### config.mk
export PLATFORM = sky130hd
export DESIGN_NAME = fetch_stage
export DESIGN_NICKNAME = d
export VERILOG_FILES = /design/src/rtl/fetch_stage.sv
export SDC_FILE = /design/constraint.sdc
export NUM_CORES = 1
export LEC_CHECK = 0
export CORE_MARGIN = 3
export CORE_UTILIZATION = 35
export DETAILED_ROUTE_END_ITERATION = 10
export PLACE_DENSITY = 0.66
export SYNTH_ARGS = -nofsm -noshare
export SYNTH_HDL_FRONTEND = slang
export SYNTH_SLANG_ARGS = --single-unit
### constraint.sdc
create_clock -name clk -period 3.8 [get_ports clk]
set_clock_uncertainty 0.1 [all_clocks]
set_input_delay 0.76 -clock clk [delete_from_list [all_inputs] [get_ports clk]]
set_output_delay 0.76 -clock clk [all_outputs]
set_load 0.01 [all_outputs]
### src/rtl/fetch_stage.sv
// ---------------------------------------------------------------------------
// fetch_stage
//   Instruction-fetch stage of the five-stage MIPS pipeline. Holds the PC,
//   addresses instruction memory, picks the next PC (sequential, branch,
//   jump, jump-register) with one architectural delay slot, and registers
//   the fetched word and its PC into the IF/ID pipeline register.
//
// Ports
//   clk          pipeline clock, rising edge
//   reset        asynchronous, active-high reset
//   stall        hold PC and IF/ID (from hazard unit)
//   flush        load a bubble (nop, pc 0) into IF/ID
//   npc_sel      00 PC+4, 01 taken branch, 10 j/jal, 11 jr/jalr
//   imm16_d      branch offset field of the D-stage instruction
//   index26_d    jump index field of the D-stage instruction
//   jr_target_d  forwarded rs value for jr/jalr
//   imem_addr    word address to instruction memory
//   imem_rdata   instruction word (combinational read of imem_addr)
//   pc_f         current PC
//   instr_d      IF/ID instruction word
//   pc_d         IF/ID PC
//   pc8_d        pc_d + 8, link value for jal/jalr
// ---------------------------------------------------------------------------
module fetch_stage #(
   parameter logic [31:0] RESET_PC  = 32'h0000_3000,
   parameter int          IM_ADDR_W = 12
) (
   input  logic                 clk,
   input  logic                 reset,
   input  logic                 stall,
   input  logic                 flush,
   input  logic [1:0]           npc_sel,
   input  logic [15:0]          imm16_d,
   input  logic [25:0]          index26_d,
   input  logic [31:0]          jr_target_d,
   output logic [IM_ADDR_W-1:0] imem_addr,
   input  logic [31:0]          imem_rdata,
   output logic [31:0]          pc_f,
   output logic [31:0]          instr_d,
   output logic [31:0]          pc_d,
   output logic [31:0]          pc8_d
);

   logic        [31:0] pc_q, pc_n_d;
   logic        [31:0] ifid_instr_q, ifid_instr_d;
   logic        [31:0] ifid_pc_q, ifid_pc_d;
   logic        [31:0] pc_off;
   logic signed [31:0] br_off;

   // Memory is based at RESET_PC; anything outside wraps modulo its size.
   assign pc_off    = pc_q - RESET_PC;
   assign imem_addr = IM_ADDR_W'(pc_off >> 2);

   assign br_off = {{14{imm16_d[15]}}, imm16_d, 2'b00};

   // Redirects use pc_d: the branch/jump is in D, the word now in F is its
   // delay slot and proceeds normally.
   always_comb begin
      pc_n_d = pc_q + 32'd4;
      unique case (npc_sel)
         2'b00: pc_n_d = pc_q + 32'd4;
         2'b01: pc_n_d = ifid_pc_q + 32'd4 + 32'(br_off);
         2'b10: pc_n_d = {ifid_pc_q[31:28], index26_d, 2'b00};
         2'b11: pc_n_d = jr_target_d;
         default: pc_n_d = pc_q + 32'd4;
      endcase
   end

   always_comb begin
      ifid_instr_d = imem_rdata;
      ifid_pc_d    = pc_q;
      if (flush) begin
         ifid_instr_d = 32'd0;
         ifid_pc_d    = 32'd0;
      end
   end

   // Stall dominates flush; a dropped flush is re-issued by the hazard unit.
   always_ff @(posedge clk or posedge reset) begin
      if (reset) begin
         pc_q         <= RESET_PC;
         ifid_instr_q <= 32'd0;
         ifid_pc_q    <= 32'd0;
      end else if (!stall) begin
         pc_q         <= pc_n_d;
         ifid_instr_q <= ifid_instr_d;
         ifid_pc_q    <= ifid_pc_d;
      end
   end

   assign pc_f    = pc_q;
   assign instr_d = ifid_instr_q;
   assign pc_d    = ifid_pc_q;
   assign pc8_d   = ifid_pc_q + 32'd8;

endmodule

Yosys cells after proc, flatten, opt, wreduce, memory -nomap -nowiden
Cells that the tools add are included.
{ "word_totals": {"latchBits": 0, "mem_count": 0, "in_bits": 112, "romBits": 0, "register_bits": 96, "wordCells": 15, "ram_bits": 0, "output_inout_bits": 140} }
{ "classes": {"order_cmp": 0, "n_div": 0, "add_sub_neg": 5, "mux": 3, "n_eq_ne": 3, "multipliers": 0, "shifts": 0, "reduce_logical": 1, "bitwise_logic": 0} }
{ "ops": {"columns": ["op", "n"], "rows": [
  ["32-bit one-hot mux with 4 select lines", 1],
  ["32-bit by 3-bit adder with 32-bit output, second input constant", 2],
  ["32-bit 2-to-1 mux", 2],
  ["32-bit adder", 1],
  ["32-bit by 4-bit adder with 32-bit output, second input constant", 1],
  ["14-bit subtractor, second input constant", 1],
  ["2-bit == test, second input constant", 2],
  ["2-bit by 1-bit == test with 1-bit output, second input constant", 1],
  ["2-bit zero test", 1]
]} }

Logic depth before layout (Yosys ltp)
Gate-level depths: netlist of the first run.
{ "depth": {"word_depth": 3, "ltp_mapped": 14, "depth_no_buf": 14} }

Least setup slack after synthesis of the first run
Ideal clock, no wire load.
{ "synth_path": {"path_type": "input -> register", "from": "input port imm16_d[1]", "to": "register pc_q[15], in the netlist pc_f[15]", "required_ns": 3.579, "arrival_time_ns": 3.117, "slack_ns": 0.461, "path_buffers": 0, "path_stages": 12, "setup_time_ns": 0.121, "path_cell_list": "ha_1 -> ha_1 -> inv_1 -> fa_1 -> nor2b_4 -> o2111ai_2 -> a31oi_2 -> o21ai_2 -> o21ai_1 -> xor2_1 -> mux4_2 -> o22a_1"} }
{ "synth_via": {"elab_chain_len": 2} }
{ "synth_lines": {"columns": ["element", "line", "source"], "rows": [
  ["start, declared", "33", "input logic [15:0] imm16_d,"],
  ["32-bit adder", "62", "2'b01: pc_n_d = ifid_pc_q + 32'd4 + 32'(br_off);"],
  ["32-bit one-hot mux with 4 select lines", "60", "unique case (npc_sel)"],
  ["end signal, assigned", "85", "pc_q <= pc_n_d;"],
  ["end, declared", "44", "logic [31:0] pc_q, pc_n_d;"]
]} }
No other way between the ends.
A chain may end at the register's enable or synchronous reset.

Worst setup path after layout of the first run
{ "layout_path": {"from": "input port imm16_d[1]", "to": "register pc_q[29], in the netlist pc_f[29]"} }
The elaborated chain is that of the path after synthesis.

==> results of run 1 <==
[layout make-up]
| cell class | instances | area share [%] |
|---|---|---|
| inverters | 24 | 0.8867 |
| multi-input cells | 637 | 43.63 |
| repair buffers | 281 | 26.34 |
| clock inverters | 6 | 0.5991 |
| flip-flops and latches | 96 | 23.03 |
| well taps | 270 | 3.235 |
| clock buffers | 10 | 2.289 |
[per-stage QoR]
| stage | cells | setup slack [ns] | area (µm²) | setup TNS [ns] | power (µW) |
|---|---|---|---|---|---|
| after global routing | 1324 | 0.001905 | 10440 | 0 | 4398 |
| after floorplan | 809 | 0.4379 | 7274 | 0 | 2354 |
| after detailed placement | 1308 | -0.2016 | 10120 | -0.7363 | 3227 |
| final | 1324 | 0.1694 | 10440 | 0 | 4147 |
| after CTS | 1324 | 0.03275 | 10420 | 0 | 4183 |
| after global placement | 1308 | -0.1172 | 10120 | -0.2749 | 3215 |
[registers in the layout (all words and copies together) (netlist names)]
register and flops:
pc_d 32, pc_f 32, instr_d 32
[logic make-up after synthesis]
group / count (synthesis)
AO/OA/AOI/OAI: 243
XOR/XNOR: 48
adder cells (fa/ha/maj): 61
buffers and inverters: 76
flip-flops: 96
multiplexers: 35
AND/OR/NAND/NOR: 250
[routing by layer]
metal  global-route usage [%]  up-vias  share of wire (%)
met3                    4.576       24                7.3
met1                    28.04     3434                 42
met5                        0        -               0.11
met2                    36.38      237                 49
li1                         -     3452                  -
met4                    5.306        4                1.5
[critical path, stage by stage]
cell and delay (ns):
clkdlybuf4s50_1 0.43, ha_1 0.29, ha_1 0.19, inv_1 0.06
fa_1 0.44, nor2b_4 0.15, o2111ai_2 0.13, a31oi_2 0.32
o211ai_1 0.17, a31oi_1 0.30, o211ai_1 0.15, a211oi_1 0.27
nor3b_1 0.09
[layout by cell type, fill, tap and decap left out, drive strengths merged, types with 5 or more instances in the layout]
cell type,count
clkdlybuf4s50,248
nand2,100
dfrtp,94
a21oi,62
ha,60
o21ai,57
nor2,48
nand3,39
a22o,35
xnor2,35
buf,33
inv,26
mux2i,18
and3,14
xor2,13
a21o,12
mux4,10
nand4,10
clkbuf,10
o31ai,10
o22a,9
o22ai,8
nor3,8
o21a,7
nand2b,7
mux2,7
a32oi,7
a31oi,7
o211ai,6
a211oi,6
o21bai,5
nor2b,5
[final timing paths]
path	to	cells past startpoint	slack [ns]	startpoint
worst max-delay path	pc_f[29]$_DFFE_PP0N_	13	0.17	imm16_d[1]
worst min-delay path	instr_d[30]$_DFFE_PP0N_	2	0.39	instr_d[30]$_DFFE_PP0N_
worst max register to register	pc_f[29]$_DFFE_PP0N_	13	0.45	pc_d[3]$_DFFE_PP0N_
worst min register to register	instr_d[30]$_DFFE_PP0N_	2	0.39	instr_d[30]$_DFFE_PP0N_
max in group asynchronous	pc_d[20]$_DFFE_PP0N_	3	2.15	reset
min in group asynchronous	instr_d[9]$_DFFE_PP0N_	2	0.71	reset
[timing repair]
item,4_1_cts,5_1_grt
cloned,0,0
setup endpoints to repair,3,8
resized for setup,1,5
[where the power goes]
part           internal (µW)  switching (µW)
Sequential              1170             247
Combinational            956             838
Clock                    480             459
==> results.cfg, run 1 <==
[outcome]
outcome = complete, no violations

[cts]
clk_pin_slew_ns = 0.07
cts_setup_buffers = 0
cts_buffers = 9
clock_latency_ns = 0.36
cts_root_buf = clkbuf_16
clockBufferDepth = 2
h-tree-depth = 3
cts_hold_buffers = 0
cts.sinks = 96
cts_tree = yes

[route]
wl_per_cell_um = 18.56
post-route-drc-count = 0
drt_iter0_drc = 382
via_count = 7151
drt-pass1-iter-count = 7
ant_nets = 0
wl_um = 24570
avgViaCountPerCell = 5.401

[yosys]
synthFlopType = dfrtp_1
synth_largest_area_cell = dfrtp_1
synth_top_family_by_area = compound AO/OA/AOI/OAI gates
yosys.area_share.simple_pct = 16.65
syn_inst = 809
synth_common_cells = 100 x nand2_1, 94 x dfrtp_1, 60 x a21oi_1, 60 x ha_1, 52 x o21ai_0
synthAdderAreaFrac_pct = 10.60
ys_seq_area_share_pct = 33.06
synthArstFlopShare_pct = 100.0
synth.ff_latch_count = 96
postSynthNetCount = 982
synth_most_common_cell = nand2_1
synth_edf_count = 0
synth_compound_area_share_pct = 22.57
yosys-mux-area-fraction_pct = 6.656
synth.avg_cell_area_um2 = 8.992
synth_area_leaders = dfrtp_1 32%, ha_1 10%, nand2_1 5.2%
synth_cell_types = 65
yosysWarnings = 0
syn_area_um2 = 7274
synth-xor-area-share_pct = 5.779
yosysTopAreaCellShare_pct = 32.34

[flow_run]
cap_violations = 0

[die]
core_um2 = 20300
io-pin-count = 252
start_util_pct = 35.84
die_y_um = 150.2
rows = 52
dieWidth_um = 150.2
dieArea_um2 = 22550

[placed_design]
port_buffers = 251
hpwl_um = 18590
gp_congestion = 0.8845

[finish]
antenna_cells = 0
fin_nets = 1222
fill_cells = 1926
final_layout_size_suffix_gt1_share_pct = 8.918
multiInputGateArea_um2 = 4556
post-route-util_pct = 51.44
area_delta_synth_final_pct = 43.55
register_area_um2 = 2405

[worst_setup_path]
cp-start-kind = primary input
cp_data_required_time_ns = 3.94
worstPathArrival_ns = 3.77
critPathKind = in2reg
endpoint_kind = flip-flop
path_max_fanout = 4

[grt]
grt_overflow = 0
grt_pass1_vias = 7158
grt.total_usage_pct = 21.47
grt_pass1_wl_um = 38540
antenna_found_initial = 2
grt_max_degree = 55

[timing]
max_freq_mhz = 275.4
post-route-min-period_ns = 3.631
setup_viol_count_final = 0
hold_ws_ns = 0.3907
tightest_slew_ns = 0.7085
rsz0062_at_grt = false
final.period_utilization_pct = 95.54
hold_viol = 0
relSlewSlack_pct = 52.72
slew_viol_final = 0

[pwr]
power.leakage_uw = 0.004457
ir_drop_v = 0.0002003
power.density_nw_per_um2 = 397.1

[min_path]
hold_class = reg2reg
Note: power is estimated with default switching activity, not from simulation.
==> run 2: changes to the inputs <==
Clock period 3.8 ns to 3.9 ns, I/O delays scaled along.
==> results.cfg, run 2 (same netlist as run 1, synthesis figures left out) <==
[route]
post-route-drc-count = 0
wl_per_cell_um = 18.63
drt-pass1-iter-count = 5
drt_iter0_drc = 378
avgViaCountPerCell = 5.396
via_count = 7144
wl_um = 24660
ant_nets = 0

[timing]
max_freq_mhz = 274.7
rsz0062_at_grt = false
post-route-min-period_ns = 3.641
relSlewSlack_pct = 36.05
hold_viol = 0
setup_viol_count_final = 0
setup-tns-final_ns = 0
final.period_utilization_pct = 93.35
hold_ws_ns = 0.3919
slew_viol_final = 0
tightest_slew_ns = 0.9582

[finish]
final_layout_size_suffix_gt1_share_pct = 8.824
final_cell_mix = 248 x clkdlybuf4s50_1, 100 x nand2_1, 94 x dfrtp_1
fin_nets = 1222
stdcell_area_um2 = 10410
antenna_cells = 0
final_common_cell = clkdlybuf4s50_1
area_delta_synth_final_pct = 43.05

[die]
dieWidth_um = 150.2
start_util_pct = 35.84
die_y_um = 150.2
io-pin-count = 252
rows = 52
core_um2 = 20300
dieArea_um2 = 22550

[cts]
clk_pin_slew_ns = 0.07
cts_resized = 0
cts_hold_buffers = 0
cts_buffers = 9
clock_latency_ns = 0.35
cts_setup_buffers = 0
cts.sinks = 96
h-tree-depth = 3
cts_tree = yes
cts_root_buf = clkbuf_16
clockBufferDepth = 2

[pwr]
p_switching_uw = 1485
intPower_uw = 2504
power.leakage_uw = 0.004436
seqPwrFrac_pct = 34.4
power.density_nw_per_um2 = 383.3
netSwitchingFraction_pct = 37.23
clkPwrFrac_pct = 21.8
ir_drop_v = 0.0002053
finalPower_uw = 3989
pwr-share-comb_pct = 43.7

[placed_design]
gp_congestion = 0.8888
place_area_um2 = 10120
port_buffers = 251
hpwl_um = 18820

[grt]
grt_pass1_wl_um = 38440
grt_util_met1_pct = 28.30
grt_use_met2_pct = 35.80
busiest_layer = met2
grt_overflow = 0
antenna_found_initial = 2
grt_max_degree = 53
use_met3_pct = 4.907
grt.total_usage_pct = 21.42
grt_pass1_vias = 7111

[worst_setup_path]
cp.buffers_inverters = 1
cp_data_required_time_ns = 3.02
critical-path-top-delay-family = simple AND/OR/NAND/NOR gates
cp-start-kind = flip-flop
endpoint_kind = output port
critPathKind = reg2out
cp_slowest_stage_delay_ns = 0.55
slowest_stage = clkdlybuf4s50_1
path_max_fanout = 4
r2r_setup_slack_ns = 0.61
worstPathArrival_ns = 2.76
path_cells = and3_1 > and3_1 > nand3_1 > nor2_2 > nand2_1 > nor2_2 > nand4_1 > xnor2_1 > clkdlybuf4s50_1

[min_path]
hold_class = reg2reg

[flow_run]
cap_violations = 0

[outcome]
outcome = complete, no violations
## run 2: power by group through the flow
stage | Sequential, µW | Combinational, µW | Clock [µW]
2_1_floorplan | 1390 | 904 | 0
3_3_place_gp | 1390 | 1730 | 0
3_5_place_dp | 1390 | 1740 | 0
4_1_cts | 1370 | 1750 | 889
5_1_grt | 1400 | 1910 | 935
6_report | 1370 | 1740 | 871
## run 2: layer usage
| layer | wire [µm] | share of wire (%) |
|---|---|---|
| met1 | 10680 | 43 |
| met2 | 11930 | 48 |
| met3 | 1740 | 7.1 |
| met4 | 287 | 1.2 |
| met5 | 21 | 0.085 |
## run 2: tightest hold or removal path, delay by kind of cell (launching register included)
| family | cells | cell delay (ns) |
|---|---|---|
| flops | 1 | 0.35 |
| compound gates | 1 | 0.05 |
| simple gates | 1 | 0.05 |
## run 2: final cells by class
cell class                 instances  area [µm²]
clock buffer                      10       229.0
clock inverter                     6       51.30
fill                            1952        9893
inverter                          24       92.59
multi-input combinational        637        4541
sequential                        96        2405
tap                              270       337.8
timing repair buffer             281        2750
## run 2: final timing paths
| check | startpoint | endpoint | depth (start not counted) |
|---|---|---|---|
| setup / recovery | pc_d[7]$_DFFE_PP0N_ | pc8_d[27] | 9 |
| hold / removal | instr_d[30]$_DFFE_PP0N_ | instr_d[30]$_DFFE_PP0N_ | 2 |
| setup reg to reg | pc_d[3]$_DFFE_PP0N_ | pc_f[15]$_DFFE_PP0N_ | 13 |
| hold reg to reg | instr_d[30]$_DFFE_PP0N_ | instr_d[30]$_DFFE_PP0N_ | 2 |
| max in group asynchronous | reset | pc_d[21]$_DFFE_PP0N_ | 3 |
| min in group asynchronous | reset | instr_d[10]$_DFFE_PP0N_ | 2 |
## run 2: metrics by stage
stage               setup WS, ns  std cells  util [%]
finish                    0.2594       1324     51.26
CTS                      0.02213       1324     51.23
floorplan                 0.5179        809         -
global placement        -0.03207       1308     49.85
detailed placement      -0.08211       1308     49.85
global route             0.04719       1324     51.26
==> run 3: changes to the inputs <==
Settings changed: CTS_CLUSTER_SIZE set to 25, GPL_TIMING_DRIVEN set to 1.
==> results of run 3 <==
No change in the layout: final DEF, timing and power equal those of run 2.
